File: config.mk
export PLATFORM = sky130hd
export DESIGN_NAME = event_encoder_8x3
export DESIGN_NICKNAME = d
export VERILOG_FILES = /design/src/rtl/event_encoder_8x3.sv
export SDC_FILE = /design/constraint.sdc
export NUM_CORES = 1
export LEC_CHECK = 0
export ABC_CLOCK_PERIOD_IN_PS = 3320
export CAP_MARGIN = 0
export CORE_MARGIN = 2
export CORE_UTILIZATION = 28
export CTS_BUF_LIST = sky130_fd_sc_hd__clkbuf_16
export DETAILED_ROUTE_END_ITERATION = 8
export SLEW_MARGIN = 10
export SYNTH_ARGS = -nofsm -noshare
export SYNTH_HDL_FRONTEND = slang
export SYNTH_SLANG_ARGS = --single-unit
File: constraint.sdc
create_clock -name clk -period 3.32 [get_ports clk]
set_clock_uncertainty 0.1 [all_clocks]
set_input_delay 0.498 -clock clk [delete_from_list [all_inputs] [get_ports clk]]
set_output_delay 0.498 -clock clk [all_outputs]
set_load 0.03 [all_outputs]
File: src/rtl/event_encoder_8x3.sv
// -----------------------------------------------------------------------------
// event_encoder_8x3
//
// Captures up to eight event request lines into a pending register and presents
// them one at a time, in priority order, as a 3-bit index behind a valid/ready
// handshake. Back-to-back presentation is supported: when the consumer accepts
// an index and more events are pending, the next index is loaded on the same
// edge, so valid stays high with no bubble.
//
// Parameters
//   HI_FIRST  1: bit 7 has the highest priority; 0: bit 0 has the highest.
//
// Ports
//   clk       in   1  clock, all state changes on the rising edge
//   rst_n     in   1  asynchronous active-low reset
//   In        in   8  event request lines, multi-hot allowed
//   En        in   1  capture enable; In is ignored while low
//   Out       out  3  index of the presented event
//   valid     out  1  Out holds an event not yet accepted
//   ready     in   1  consumer accepts Out when valid && ready at an edge
//   pend_cnt  out  4  number of set bits in the pending register (0..8)
//   overrun   out  1  sticky: an event merged into an already-pending bit
//   ovr_clr   in   1  synchronous clear of overrun
// -----------------------------------------------------------------------------
module event_encoder_8x3 #(
    parameter int unsigned HI_FIRST = 1
) (
    input  logic       clk,
    input  logic       rst_n,
    input  logic [7:0] In,
    input  logic       En,
    output logic [2:0] Out,
    output logic       valid,
    input  logic       ready,
    output logic [3:0] pend_cnt,
    output logic       overrun,
    input  logic       ovr_clr
);

    typedef enum logic [0:0] {
        StIdle,
        StHold
    } state_t;

    state_t     state_q;
    logic [2:0] out_q;
    logic [7:0] pending_q;
    logic [7:0] pending_d;
    logic       overrun_q;
    logic       overrun_d;

    logic [7:0] capture;
    logic [7:0] move_mask;
    logic [2:0] sel_idx;
    logic       sel_any;
    logic       advance;
    logic       merge;
    logic [3:0] cnt;

    // Highest-priority set bit of req. The loop lets the last match win, so
    // the scan direction decides which end of the vector has priority.
    function automatic logic [2:0] pick_index(input logic [7:0] req);
        logic [2:0] idx;
        idx = 3'd0;
        if (HI_FIRST != 0) begin
            for (int i = 0; i < 8; i++) begin
                if (req[i]) begin
                    idx = 3'(i);
                end
            end
        end else begin
            for (int i = 7; i >= 0; i--) begin
                if (req[i]) begin
                    idx = 3'(i);
                end
            end
        end
        return idx;
    endfunction

    // -------------------------------------------------------------------------
    // Selection and pending-register next state
    // -------------------------------------------------------------------------
    always_comb begin
        sel_idx = pick_index(pending_q);
        sel_any = |pending_q;

        // The output stage can take a new index when it is empty, or when the
        // index it holds is being accepted on this edge.
        advance   = sel_any && ((state_q == StIdle) || ready);
        move_mask = advance ? (8'b1 << sel_idx) : 8'b0;

        capture = En ? In : 8'b0;

        // Selection uses the pre-capture pending value; a capture on the bit
        // that is leaving re-arms it as a fresh event rather than merging.
        pending_d = (pending_q & ~move_mask) | capture;
        merge     = |(capture & pending_q & ~move_mask);

        // A new merge beats a simultaneous clear request.
        if (merge) begin
            overrun_d = 1'b1;
        end else if (ovr_clr) begin
            overrun_d = 1'b0;
        end else begin
            overrun_d = overrun_q;
        end
    end

    // Population count of the pending register.
    always_comb begin
        cnt = 4'd0;
        for (int i = 0; i < 8; i++) begin
            cnt = cnt + {3'b000, pending_q[i]};
        end
    end

    // -------------------------------------------------------------------------
    // Pending register and sticky overrun flag
    // -------------------------------------------------------------------------
    always_ff @(posedge clk or negedge rst_n) begin
        if (!rst_n) begin
            pending_q <= 8'b0;
            overrun_q <= 1'b0;
        end else begin
            pending_q <= pending_d;
            overrun_q <= overrun_d;
        end
    end

    // -------------------------------------------------------------------------
    // Output stage FSM. Out keeps its last loaded value while idle.
    // -------------------------------------------------------------------------
    always_ff @(posedge clk or negedge rst_n) begin
        if (!rst_n) begin
            state_q <= StIdle;
            out_q   <= 3'd0;
        end else begin
            case (state_q)
                StIdle: begin
                    if (sel_any) begin
                        state_q <= StHold;
                        out_q   <= sel_idx;
                    end
                end
                StHold: begin
                    if (ready) begin
                        if (sel_any) begin
                            out_q <= sel_idx;
                        end else begin
                            state_q <= StIdle;
                        end
                    end
                end
            endcase
        end
    end

    assign Out      = out_q;
    assign valid    = (state_q == StHold);
    assign pend_cnt = cnt;
    assign overrun  = overrun_q;

endmodule

-- Yosys cells after proc, flatten, opt, wreduce, memory -nomap -nowiden
Cells that the tools add are included.
- word-level logic and storage cells: 41
- register bits after elaboration: 13
- input port bits: 13
- output and inout bits: 9
- shifts and indexed selects: 1
- multiplexer cells: 17
- reduce and logical (&&, ||, !) cells: 5
- equal/unequal tests: 1
- bitwise logic cells: 6
- $add $sub $neg: 7
- operator list (kind ; count):
    $and 8x8->8 ; 3
    $mux 3 ; 6
    $add 4x1->4 ; 4
    $mux 8 ; 2
    $reduce_or 8->1 ; 2
    $not 8->8 ; 1
    $or 8x8->8 ; 1
    $shl 1x3->8 const A ; 1
    $pmux 3 s2 ; 1
    $mux 1 ; 5
    $add 3x1->4 ; 1
    $mux 2 ; 2
    $add 2x1->3 ; 1
    $add 1x1->2 ; 1
    $ne 2x2->1 const B ; 1
    $pmux 1 s2 ; 1
    $reduce_bool 2->1 ; 1
    $logic_and 1x1->1 ; 1
    $logic_or 1x1->1 ; 1
    $not 1->1 ; 1

-- Longest topological paths before layout
- depth after elaboration: 13
- mapped depth: 9
- gate-level depth less buffers: 9

-- Least setup slack after synthesis
Ideal clock, no wire load.
- kind: register -> output
- start: register pending_q[0]
- end: output port pend_cnt[2]
- setup slack: -0.304 ns
- stages on the path, launching flop included: 10
- arrival: 3.026 ns
- required time: 2.722 ns
- buffers on the path: 0
- cell sequence: dfrtp_1 fa_1 inv_1 fa_1 fa_1 inv_1 ha_1 inv_1 fa_1 xnor2_1
- longest elaborated chain between the ends: 7
- ends and longest elaborated chain (item ; line ; text):
    start, declared ; 47 ; logic [7:0] pending_q;
    start signal, assigned ; 126 ; pending_q <= pending_d;
    $add 1x1->2 ; 114 ; cnt = cnt + {3'b000, pending_q[i]};
    $add 2x1->3 ; 114 ;
    $add 3x1->4 ; 114 ;
    $add 4x1->4 (4 in series) ; 114 ;
    end, declared ; 35 ; output logic [3:0] pend_cnt,
Every way passes these cells.

-- Worst setup path after layout
- start: register pending_q[0]
- end: output port pend_cnt[1]
Same word-level chain as after synthesis.

==> run summary <==
====================================================================================
Run status                                                              finished, violations left
Violated checks                                                         negative setup slack
GR Util All Layers                                                             13.4%
R2r setup slk                                                                1520 ps
Total Nets Final                                                                 142
Fraction of layout instances using a drive strength above 1                    18.3%
H-tree Lvls                                                                        1
Critical path startpoint category                                           register
Worst reg-to-reg path cell count                                                   7
Count of vias placed by the detailed router                                      786
CP max-delay cell                                                               fa_1
Placeable Area                                                              2980 um2
Most instantiated cells after synthesis                                 inv_1 (14), nand2_1 (14), dfrtp_1 (13)
Number of buffers and inverters on the critical path                               5
Final core occ                                                                 42.1%
Post-synth ARST share                                                           100%
Antenna viol nets, final                                                           0
Clock slew seen by the registers of the worst setup and hold paths             40 ps
Synthesized net count                                                            113
Tightest slew margin relative to the limit                                     60.1%
Sequential fraction of the synthesis area                                      38.1%
Proportion of netlist area held by the largest area contributor                38.1%
Cell area after synthesis                                                    855 um2
Met3 Wirelength                                                                62 um
Share of total power in combinational logic                                    49.5%
Worst slack at placement                                                     -153 ps
Yosys warnings                                                                     0
Required time of the critical path                                           2720 ps
Die span in x                                                                59.2 um
Initial antenna violation count                                                    0
Data arrival time of the critical path                                       3080 ps
Cell type with the largest total area after synthesis                        dfrtp_1
Setup-violating endpoint count in the final report                                 3
Relative contribution of sequential cells to total power                       22.7%
Max stage delay on crit path                                                  540 ps
Vias per cell                                                                   5.14
Kind of critical path                                                        reg2out
Effective utilization at floorplan                                             28.7%
Layout overhead on the synthesized area                                        46.9%
Switching power                                                             0.286 mW
Top achievable clock speed                                                 0.272 GHz
Final weighted congestion in routability-driven placement                      0.758
Root buffer cell                                                           clkbuf_16
Levels on crit path                                                               10
Yosys reg bits                                                                    13
Number of diodes added for antenna fixing                                          0
Share of total power consumed by net switching                                 35.7%
Dominant register cell in the synthesized netlist                            dfrtp_1
Num Clock Sinks                                                                   13
Total leakage power                                                         0.546 nW
Min-Delay Path Class                                                         reg2reg
Number of enable-type register cells in the synthesized netlist                    0
Number of remaining DRC errors                                                     0
Fin crit share                                                                  111%
CP Capture Point                                                         pend_cnt[1]
Number of buffers inserted during clock tree synthesis                             3
Per-cell routed wire length                                                  13.0 um
I/O Buffers                                                                       21
Estimated wirelength of the detail-placed design                             1590 um
Pwr/cell area                                                             638 nW/um2
Fin. max-slew vios                                                                 0
Crit-path max FO                                                                   2
Design internal power                                                       0.514 mW
Grt ovf                                                                            0
Number of instances in the synthesized netlist                                    92
Number of buffers inserted for hold repair after clock tree synthesis              0
Skew-Pair Late Insertion Delay                                                240 ps
Ports                                                                             22
Number of buffers inserted by post-CTS setup repair                                0
Proportion of power drawn by the clock network                                 27.8%
FF-to-FF End                                                            overrun$_DFFE_PN0P_
Slack of the critical path                                                   -360 ps
Die Outline Area                                                            3510 um2
Drt first-iter violations                                                          6
Number of inserted filler cells in the final layout                              290
Worst setup path startpoint                                             pending_q[0]$_DFF_PN0_
Clock tree from TritonCTS                                                       done
First-pass iteration count of the detailed router                                  4
Max Cap Violations                                                                 0
Unrepaired setup endpoints after global routing                                 true
Amount of wire on met2 after detailed routing                                1090 um
Routed wire length                                                           1990 um
Maximum number of pins on one net before global-route repair                      14
Worst R2R Start                                                         pending_q[1]$_DFF_PN0_
Post-synth cell types                                                             31
Via count of the first global-routing pass                                       847
Std cell rows                                                                     20
Hold_sp                                                                 Out[1]$_DFFE_PN0N_
Family with the most delay on the worst path                             adder cells
Worst supply voltage drop on vdd                                            0.321 mV
Time the final worst path needs with I/O delays and setup                    3680 ps
Synthesized area per cell                                                   9.29 um2
Top routing layer in use                                                        met4
Worst-path cell chain                                                   fa_1 > inv_1 > fa_1 > fa_2 > inv_2 > ha_4 > inv_2 > fa_2 > inv_4 > buf_6
Top cells by area, synth                                                dfrtp_1 (38%), fa_1 (9.4%), inv_1 (6.1%), nand2_1 (6.1%), ha_1 (5.9%)
Die Y-Extent                                                                 59.2 um
Crit path capture type                                                    output pin
M1 wire length                                                                813 um
Measured slew at the worst slew-check pin                                     596 ps
Final Hold Viols                                                                   0
Number of buffers between clock root and the deepest sink                          2
Wire length of the first global-routing pass                                 3510 um
====================================================================================
[power groups by stage]
stage          Combinational [mW]  Clock (mW)  Sequential [mW]
2_1_floorplan               0.232           0            0.197
3_3_place_gp                0.352           0            0.183
3_5_place_dp                0.358           0            0.184
4_1_cts                     0.403       0.224            0.182
5_1_grt                     0.431       0.236            0.183
6_report                    0.396       0.222            0.182
[cell usage in the layout, fill, tap and decap left out, types with 3 or more instances in the layout]
cell             synthesis  layout
a22o_1                   3       3
buf_4                    0       7
clkbuf_16                0       3
clkdlybuf4s50_1          0      17
dfrtp_1                 13      13
ha_1                     4       3
inv_1                   14      12
nand2_1                 14      14
nand4_1                  4       4
nor2_1                   4       4
nor2b_1                  3       3
o21ai_1                  4       4
[kinds of logic after synthesis]
group                    synth area share [%]
AO/OA/AOI/OAI                            18.9
flip-flops                               38.1
buffers and inverters                    7.03
AND/OR/NAND/NOR                          19.8
XOR/XNOR                                 1.03
adder cells (fa/ha/maj)                  15.2
[layout make-up]
| type | instances | area (um2) | share of cell area (%) |
|---|---|---|---|
| timing repair buffer | 26 | 245 | 19.5 |
| clock inverter | 1 | 3.75 | 0.299 |
| multi-input combinational | 63 | 509 | 40.6 |
| clock buffer | 3 | 75.1 | 5.98 |
| tap | 33 | 41.3 | 3.29 |
| inverter | 14 | 55.1 | 4.39 |
| sequential | 13 | 325 | 25.9 |
[what timing repair did]
action	4_1_cts	5_1_grt
resized for setup	8	0
pin swaps	1	1
setup endpoints to repair	3	3
[routing by layer]
| metal | up-vias | GRT usage [%] |
|---|---|---|
| met5 | - | 0 |
| met4 | 0 | 5.84 |
| met3 | 4 | 2.18 |
| met2 | 12 | 25.3 |
| met1 | 394 | 14.3 |
| li1 | 376 | - |
[state kept, by name (all words and copies together), names as in the netlist]
register and count:
Out 3, valid 1, overrun 1, pending_q 8
[stage by stage]
stage	instances	instance area, um2	hold slack [ps]	power (mW)	setup TNS (ps)
after floorplan	92	878	102	0.429	-14.5
after global placement	149	1150	382	0.535	-182
after detailed placement	149	1150	389	0.542	-263
after CTS	153	1250	398	0.809	-780
after global routing	153	1250	441	0.850	-966
final	153	1250	392	0.800	-682
[how the worst min path moves through the flow]
stage	end	slack, ps	cells past startpoint
floorplan	Out[0]$_DFFE_PN0N_	100	0
global placement	Out[1]$_DFFE_PN0N_	380	1
detailed placement	Out[1]$_DFFE_PN0N_	390	1
CTS	Out[1]$_DFFE_PN0N_	400	1
global route	Out[1]$_DFFE_PN0N_	440	1
finish	Out[1]$_DFFE_PN0N_	390	1
[worst reg2reg max path, cell delays in order (launching register included)]
cell,delay [ps]
dfrtp_1,370
buf_4,150
inv_1,50
ha_1,230
nor3_1,200
nand4_1,210
o2111ai_1,240
nand4_1,120
(Power assumes the default switching activity.)
